**src/rtl/pcie_egress_reader.sv**
```systemverilog
// Egress reader/merger: drains four destination FIFOs round-robin onto one registered stream
// through a 2-entry skid buffer, with per-port read counters readable while idle.
module pcie_egress_reader #(
    parameter int DATA_W = 12,
    parameter int CNT_W  = 5
) (
    input  logic              clk,
    input  logic              reset,
    input  logic              enable,
    input  logic [3:0]        empty,
    input  logic [DATA_W-1:0] data_in0,
    input  logic [DATA_W-1:0] data_in1,
    input  logic [DATA_W-1:0] data_in2,
    input  logic [DATA_W-1:0] data_in3,
    input  logic              ready,
    output logic [3:0]        pop,
    output logic [DATA_W-1:0] data_out,
    output logic [1:0]        port_out,
    output logic              valid_out,
    input  logic              req,
    input  logic [1:0]        idx,
    output logic [CNT_W-1:0]  cnt_data,
    output logic              cnt_valid,
    output logic              idle_out
);

    typedef enum logic [1:0] {IDLE, ACTIVE, DRAIN} state_t;

    state_t            state_q, state_d;
    logic [1:0]        ptr_q, ptr_d;
    logic              infl_q, infl_d;
    logic [1:0]        infl_port_q, infl_port_d;
    logic [DATA_W-1:0] out_data_q, out_data_d;
    logic [1:0]        out_port_q, out_port_d;
    logic              out_vld_q, out_vld_d;
    logic [DATA_W-1:0] sk_data_q, sk_data_d;
    logic [1:0]        sk_port_q, sk_port_d;
    logic              sk_vld_q, sk_vld_d;
    logic [CNT_W-1:0]  cnt_q [4];
    logic [CNT_W-1:0]  cnt_d [4];
    logic [CNT_W-1:0]  cnt_data_q, cnt_data_d;
    logic              cnt_valid_q, cnt_valid_d;

    logic [DATA_W-1:0] din [4];
    logic              pop_en;
    logic              cons;
    logic [2:0]        load;
    logic              room;
    logic              gnt_vld;
    logic [1:0]        gnt;
    logic              fire;

    assign din[0] = data_in0;
    assign din[1] = data_in1;
    assign din[2] = data_in2;
    assign din[3] = data_in3;

    assign data_out  = out_data_q;
    assign port_out  = out_port_q;
    assign valid_out = out_vld_q;
    assign cnt_data  = cnt_data_q;
    assign cnt_valid = cnt_valid_q;

    // Words held or owed to the skid after this cycle's consumption and landing.
    assign cons = out_vld_q & ready;
    assign load = 3'(out_vld_q) + 3'(sk_vld_q) + 3'(infl_q) - 3'(cons);
    assign room = load < 3'd2;

    always_comb begin
        logic [1:0] p;
        gnt_vld = 1'b0;
        gnt     = ptr_q;
        for (int i = 0; i < 4; i++) begin
            p = ptr_q + 2'(i);
            if (!gnt_vld && !empty[p]) begin
                gnt_vld = 1'b1;
                gnt     = p;
            end
        end
    end

    assign fire = pop_en & gnt_vld & room;
    assign pop  = fire ? (4'b0001 << gnt) : 4'b0000;

    always_comb begin
        ptr_d       = fire ? gnt + 2'd1 : ptr_q;
        infl_d      = fire;
        infl_port_d = fire ? gnt : infl_port_q;
    end

    // Skid: out_* is the head and drives the outputs, sk_* backs it up while stalled.
    always_comb begin
        out_data_d = out_data_q;
        out_port_d = out_port_q;
        out_vld_d  = out_vld_q;
        sk_data_d  = sk_data_q;
        sk_port_d  = sk_port_q;
        sk_vld_d   = sk_vld_q;
        if (!out_vld_q || cons) begin
            if (sk_vld_q) begin
                out_data_d = sk_data_q;
                out_port_d = sk_port_q;
                out_vld_d  = 1'b1;
                sk_vld_d   = infl_q;
                if (infl_q) begin
                    sk_data_d = din[infl_port_q];
                    sk_port_d = infl_port_q;
                end
            end else begin
                out_vld_d = infl_q;
                if (infl_q) begin
                    out_data_d = din[infl_port_q];
                    out_port_d = infl_port_q;
                end
            end
        end else if (infl_q) begin
            sk_data_d = din[infl_port_q];
            sk_port_d = infl_port_q;
            sk_vld_d  = 1'b1;
        end
    end

    always_comb begin
        for (int i = 0; i < 4; i++) begin
            cnt_d[i] = pop[i] ? cnt_q[i] + CNT_W'(1) : cnt_q[i];
        end
        cnt_valid_d = req && (state_q == IDLE);
        cnt_data_d  = cnt_valid_d ? cnt_q[idx] : cnt_data_q;
    end

    always_ff @(posedge clk or negedge reset) begin
        if (!reset) begin
            state_q <= IDLE;
        end else begin
            state_q <= state_d;
        end
    end

    always_comb begin
        state_d = state_q;
        case (state_q)
            IDLE:    if (enable) state_d = ACTIVE;
            ACTIVE:  if (!enable) state_d = DRAIN;
            DRAIN: begin
                if (enable) state_d = ACTIVE;
                else if (!infl_q && !out_vld_q && !sk_vld_q) state_d = IDLE;
            end
            default: state_d = IDLE;
        endcase
    end

    always_comb begin
        pop_en   = (state_q == ACTIVE);
        idle_out = (state_q == IDLE);
    end

    always_ff @(posedge clk or negedge reset) begin
        if (!reset) begin
            ptr_q       <= 2'd0;
            infl_q      <= 1'b0;
            infl_port_q <= 2'd0;
            out_data_q  <= '0;
            out_port_q  <= 2'd0;
            out_vld_q   <= 1'b0;
            sk_data_q   <= '0;
            sk_port_q   <= 2'd0;
            sk_vld_q    <= 1'b0;
            cnt_data_q  <= '0;
            cnt_valid_q <= 1'b0;
            for (int i = 0; i < 4; i++) cnt_q[i] <= '0;
        end else begin
            ptr_q       <= ptr_d;
            infl_q      <= infl_d;
            infl_port_q <= infl_port_d;
            out_data_q  <= out_data_d;
            out_port_q  <= out_port_d;
            out_vld_q   <= out_vld_d;
            sk_data_q   <= sk_data_d;
            sk_port_q   <= sk_port_d;
            sk_vld_q    <= sk_vld_d;
            cnt_data_q  <= cnt_data_d;
            cnt_valid_q <= cnt_valid_d;
            for (int i = 0; i < 4; i++) cnt_q[i] <= cnt_d[i];
        end
    end

endmodule

```
**config.mk**
```make
export PLATFORM = sky130hd
export DESIGN_NAME = pcie_egress_reader
export DESIGN_NICKNAME = d
export VERILOG_FILES = /design/src/rtl/pcie_egress_reader.sv
export SDC_FILE = /design/constraint.sdc
export NUM_CORES = 1
export LEC_CHECK = 0
export CAP_MARGIN = 20
export CORE_ASPECT_RATIO = 1.2
export CORE_MARGIN = 3
export CORE_UTILIZATION = 50
export CTS_BUF_LIST = sky130_fd_sc_hd__clkbuf_8
export CTS_CLUSTER_SIZE = 12
export DETAILED_ROUTE_END_ITERATION = 6
export GPL_ROUTABILITY_DRIVEN = 0
export PLACE_DENSITY = 0.82
export SYNTH_ARGS = -nofsm -noshare
export SYNTH_HDL_FRONTEND = slang
export SYNTH_SLANG_ARGS = --single-unit
```
**constraint.sdc**
```tcl
create_clock -name clk -period 3.1 [get_ports clk]
set_input_delay 0.62 -clock clk [delete_from_list [all_inputs] [get_ports clk]]
set_output_delay 0.62 -clock clk [all_outputs]
set_load 0.05 [all_outputs]
```
; Yosys cells after proc, flatten, opt, wreduce, memory -nomap -nowiden
; Index checks and enable logic that the tools add are counted.
[totals]
reg_bits = 63
input_bits = 59
output_inout_bits = 26
wordCells = 107
[op_classes]
add_sub_neg = 11
n_lt_le_gt_ge = 7
n_eq_ne = 6
n_shift = 1
mux = 41
bitwise = 5
reduce_logical = 20
[ops]
columns = cell, count
row1 = 2-to-1 mux 12 bit, 7
row2 = binary-select mux 12 bit (select 2 bit), 1
row3 = 2-to-1 mux 2 bit, 12
row4 = adder 5 x 1 -> 5 bit (second input constant), 4
row5 = < comparator 2 x 3 -> 1 bit (second input constant), 4
row6 = 2-to-1 mux 1 bit, 12
row7 = binary-select mux 5 bit (select 2 bit), 1
row8 = 2-to-1 mux 5 bit, 2
row9 = binary-select mux 1 bit (select 2 bit), 4
row10 = logical NOT 1 bit, 8
row11 = greater-or-equal comparator 3 bit (second input constant), 2
row12 = logical AND 1 bit, 6
row13 = != test 2 bit (second input constant), 3
row14 = NOT 2 -> 3 bit, 2
row15 = one-hot mux 2 bit (3 select lines), 1
row16 = adder 2 x 1 -> 2 bit (second input constant), 2
row17 = adder 2 bit (second input constant), 2
row18 = 2-to-1 mux 4 bit, 1
row19 = nonzero test 2 bit, 2
row20 = << shifter 1 x 2 -> 4 bit (first input constant), 1
row21 = adder 2 x 1 -> 3 bit, 1
row22 = AND 1 bit, 3
row23 = < comparator 3 x 2 -> 1 bit (second input constant), 1
row24 = != test 3 bit (second input constant), 1
row25 = other kinds (8), 8

; Longest topological paths before layout
[logic_depth]
depth_word = 15
mapped_depth = 11
mapped_depth_nobuf = 10

; Worst setup path before layout
; Ideal clock, no wire load.
[synth_timing]
path_kind = register to output
startpoint = register out_vld_q (netlist: valid_out)
endpoint = output pop[2]
t_arrival_ps = 2507
required_time_ps = 2480
path_slack_ps = -27
stages_incl_launch_ff = 12
path_cell_list = dfrtp_1 > and2_1 > ha_1 > inv_1 > ha_1 > a21oi_1 > xnor2_1 > or2_1 > buf_6 > clkinv_2 > nand3_1 > inv_1
[synth_between]
elab_chain_cells = 6
word_cells_on_any_way = 7
cone_classes = add/sub (3) / order compare (1) / mux (1) / bitwise (2)
[synth_rtl]
columns = item, line_no
row1 = from (decl), 35  ; logic out_vld_q, out_vld_d;
row2 = from (signal assigned), 177  ; out_vld_q <= out_vld_d;
row3 = adder 1 x 1 -> 2 bit, 66  ; assign load = 3'(out_vld_q) + 3'(sk_vld_q) + 3'(infl_q) - 3'(cons);
row4 = adder 2 x 1 -> 3 bit, 66
row5 = subtractor 3 x 1 -> 3 bit *, 66
row6 = < comparator 3 x 2 -> 1 bit *, 67  ; assign room = load < 3'd2;
row7 = AND 1 bit *, 82  ; assign fire = pop_en & gnt_vld & room;
row8 = net fire, 51  ; logic fire;
row9 = 2-to-1 mux 4 bit *, 83  ; assign pop = fire ? (4'b0001 << gnt) : 4'b0000;
row10 = to (decl), 16  ; output logic [3:0] pop,
; The timed path passes the listed nets; every way through them passes the cells marked *.

; Final worst setup path
[layout_timing]
startpoint = register out_vld_q (netlist: valid_out)
endpoint = output pop[1]
[layout_between]
elab_chain_cells = 6
word_cells_on_any_way = 7
cone_classes = add/sub (3) / order compare (1) / mux (1) / bitwise (2)
[layout_rtl]
columns = item, line_no
row1 = adder 1 x 1 -> 2 bit, 66
row2 = adder 2 x 1 -> 3 bit, 66
row3 = subtractor 3 x 1 -> 3 bit *, 66
row4 = < comparator 3 x 2 -> 1 bit *, 67
row5 = AND 1 bit *, 82
row6 = 2-to-1 mux 4 bit *, 83
; Every way passes the cells marked *; elsewhere a longest branch is shown, timed or not.

==> impl_metrics.tcl <==
set metrics [dict create \
    cp-start-kind "flop" \
    cts_hold_buf 0 \
    maxCapViolCount 0 \
    hpwlAfterDp_microns 5402 \
    die_area_sq_um 7490 \
    fin_util_pct 73.97 \
    grt_pass1_wl_microns 12310 \
    clk_latency_ns 0.34 \
    initial_core_util_pct 52.57 \
    max_freq_mhz 333.0 \
    core_sq_um 6167 \
    rows 31 \
    critPathKind "reg -> out" \
    peakVddDrop_v 0.0005560 \
    fin_crit_sh_pct 96.87 \
    yosys_warnings 0 \
    vias 2406 \
    postRouteAntennaNets 0 \
    tns_ns 0 \
    mostFrequentLayoutCell "clkdlybuf4s50_1" \
    p_per_area_nw_per_um2 982.9 \
    fill_cells 407 \
    io_pins 85 \
    drtIter0Drc 88 \
    synth_cells 257 \
    whs_ns 0.2734 \
    clockRootBuffer "clkbuf_8" \
    final.min_clock_period_ns 3.003 \
    synth_cell_types 37 \
    final_max_slew_viol_count 0 \
    wire_per_inst_microns 17.09 \
    die_y_microns 94.21 \
    num-nets-final 423 \
    htreeDepth 3 \
    dpl_worst_slack_ns -0.3698 \
    syn_nets 322 \
    grt_usage_pct 21.79 \
    clock_path_buffers 2 \
    ys.flop_type "dfrtp_1" \
    fin_skew_ns 0.005133 \
    grt_max_degree 29 \
    cts_tree "done" \
    antenna_cells 0 \
    area_delta_synth_final_pct 40.72 \
    cp_data_required_time_ns 2.48 \
    relSlewSlack_pct 35.53 \
    syn_area_sq_um 3242 \
    worst_pin_slew_ns 0.9669 \
    end_kind "primary output" \
    io_buffers 84 \
    layout_common_cells "clkdlybuf4s50_1, dfrtp_1, mux2_2" \
    dr.pass1.iters 4 \
    rsz0062_at_grt "false" \
    antenna_found_initial 0 \
    grt_overflow 0 \
    cts.sinks 63 \
    ys_seq_elements 63 \
    avgSynthCellArea_sq_um 12.61 \
    yosysSeqAreaShare_pct 48.63 \
    worstPathArrival_ns 2.38 \
    setup_ws_ns 0.09695 \
    viasPerCell 5.407 \
    first_global_vias 2589 \
    setup_viol 0 \
    p_leak_uw 0.001898 \
    drive_above_1_share_pct 28.93 \
    clkSlewWorstSetupHoldPaths_ns 0.07 \
    synth_edf_count 0 \
    cts_inserted_buffers 9 \
    drc 0 \
    timing.final.hold_violations 0 \
    async_flop_share_pct 100.0 \
    wirelength_microns 7606 \
    hold_class "in -> async" \
    crit_fanout 3 \
    status "complete, no violations" \
    die_w_microns 79.51 \
]
[area by class of cell]
class	count	area, sq um	area share (%)
multi-input combinational	171	1628	35.68
sequential	63	1578	34.59
timing repair buffer	105	998.5	21.89
clock buffer	12	165.2	3.620
tap	82	102.6	2.249
inverter	8	46.29	1.015
clock inverter	4	43.79	0.9600
[kinds of logic (layout without fill, tap and decap cells)]
kind of cell,Yosys count,count (layout),share of synthesized area (%)
DFF,63,63,48.63
adders and majority gates,6,6,2.316
and+or+nand+nor,65,65,11.58
buffers and inverters,23,129,3.473
AOI/OAI and AO/OA,29,29,5.287
xor gates and xnor gates,17,17,4.593
muxes,54,54,24.12
[state kept, by name, summed over array words and instances (netlist names)]
register,count
cnt_data,5
state_q,2
infl_port_q,2
cnt_q,20
valid_out,1
data_out,12
sk_port_q,2
port_out,2
ptr_q,2
cnt_valid,1
sk_vld_q,1
sk_data_q,12
infl_q,1
[critical path, cell delays in order, from the launching register on]
cell and delay (ns):
dfrtp_1 0.40, and2_4 0.15, ha_4 0.26, inv_2 0.04
ha_4 0.25, a21oi_2 0.05, xnor2_1 0.12, or2_4 0.26
buf_6 0.13, nor3_4 0.21, buf_12 0.17
[worst paths after layout]
kind	startpoint	depth (start not counted)	slack [ns]	end
max	valid_out$_DFFE_PN0N_	10	0.1	pop[1]
min	reset	1	0.27	data_out[1]$_DFFE_PN0P_
max reg2reg	valid_out$_DFFE_PN0N_	12	0.56	cnt_q[11]$_DFFE_PN0P_
min reg2reg	cnt_q[14]$_DFFE_PN0P_	1	0.48	cnt_q[14]$_DFFE_PN0P_
max in group asynchronous	reset	2	2.13	infl_q$_DFF_PN0_
min in group clk	cnt_q[14]$_DFFE_PN0P_	1	0.48	cnt_q[14]$_DFFE_PN0P_
[cells in the mapped netlist (all sizes together), types with 7 or more instances]
cell type	instances	area, sq um
dfrtp	63	1577
inv	7	26.28
nor2	7	26.28
o21ai	18	90.08
xnor2	8	70.07
nand2	20	75.07
nand3	14	70.07
mux2i	14	140.1
xor2	9	78.83
nor4	8	87.58
mux4	17	382.9
buf	9	58.80
mux2	23	259.0
[what timing repair did]
item	4_1_cts	5_1_grt
buffers inserted	3	0
hold endpoints to repair	0	0
resized for setup	13	6
setup endpoints to repair	4	4
pin swaps	7	6
[per-layer routing]
metal | vias to the layer above | global-route usage (%) | share of wire [%]
met5 | - | 0 | 0
met4 | 0 | 12.46 | 1.7
met3 | 12 | 4.319 | 6.5
met2 | 68 | 36.56 | 52
met1 | 1186 | 25.83 | 40
li1 | 1140 | - | -
[stage by stage]
| stage | total power (uW) | cells | cell area, sq um |
|---|---|---|---|
| 2_1_floorplan | 2931 | 257 | 3253 |
| 3_3_place_gp | 3566 | 426 | 4252 |
| 3_5_place_dp | 3642 | 426 | 4252 |
| 4_1_cts | 4462 | 445 | 4526 |
| 5_1_grt | 4764 | 445 | 4562 |
| 6_report | 4484 | 445 | 4562 |
[power by group]
part	internal (uW)	switching (uW)	total, uW
logic	1020	1230	2250
registers	1190	304	1490
clock network	431	309	740
total	2640	1850	4480
Note: power is estimated with default switching activity, not from simulation.
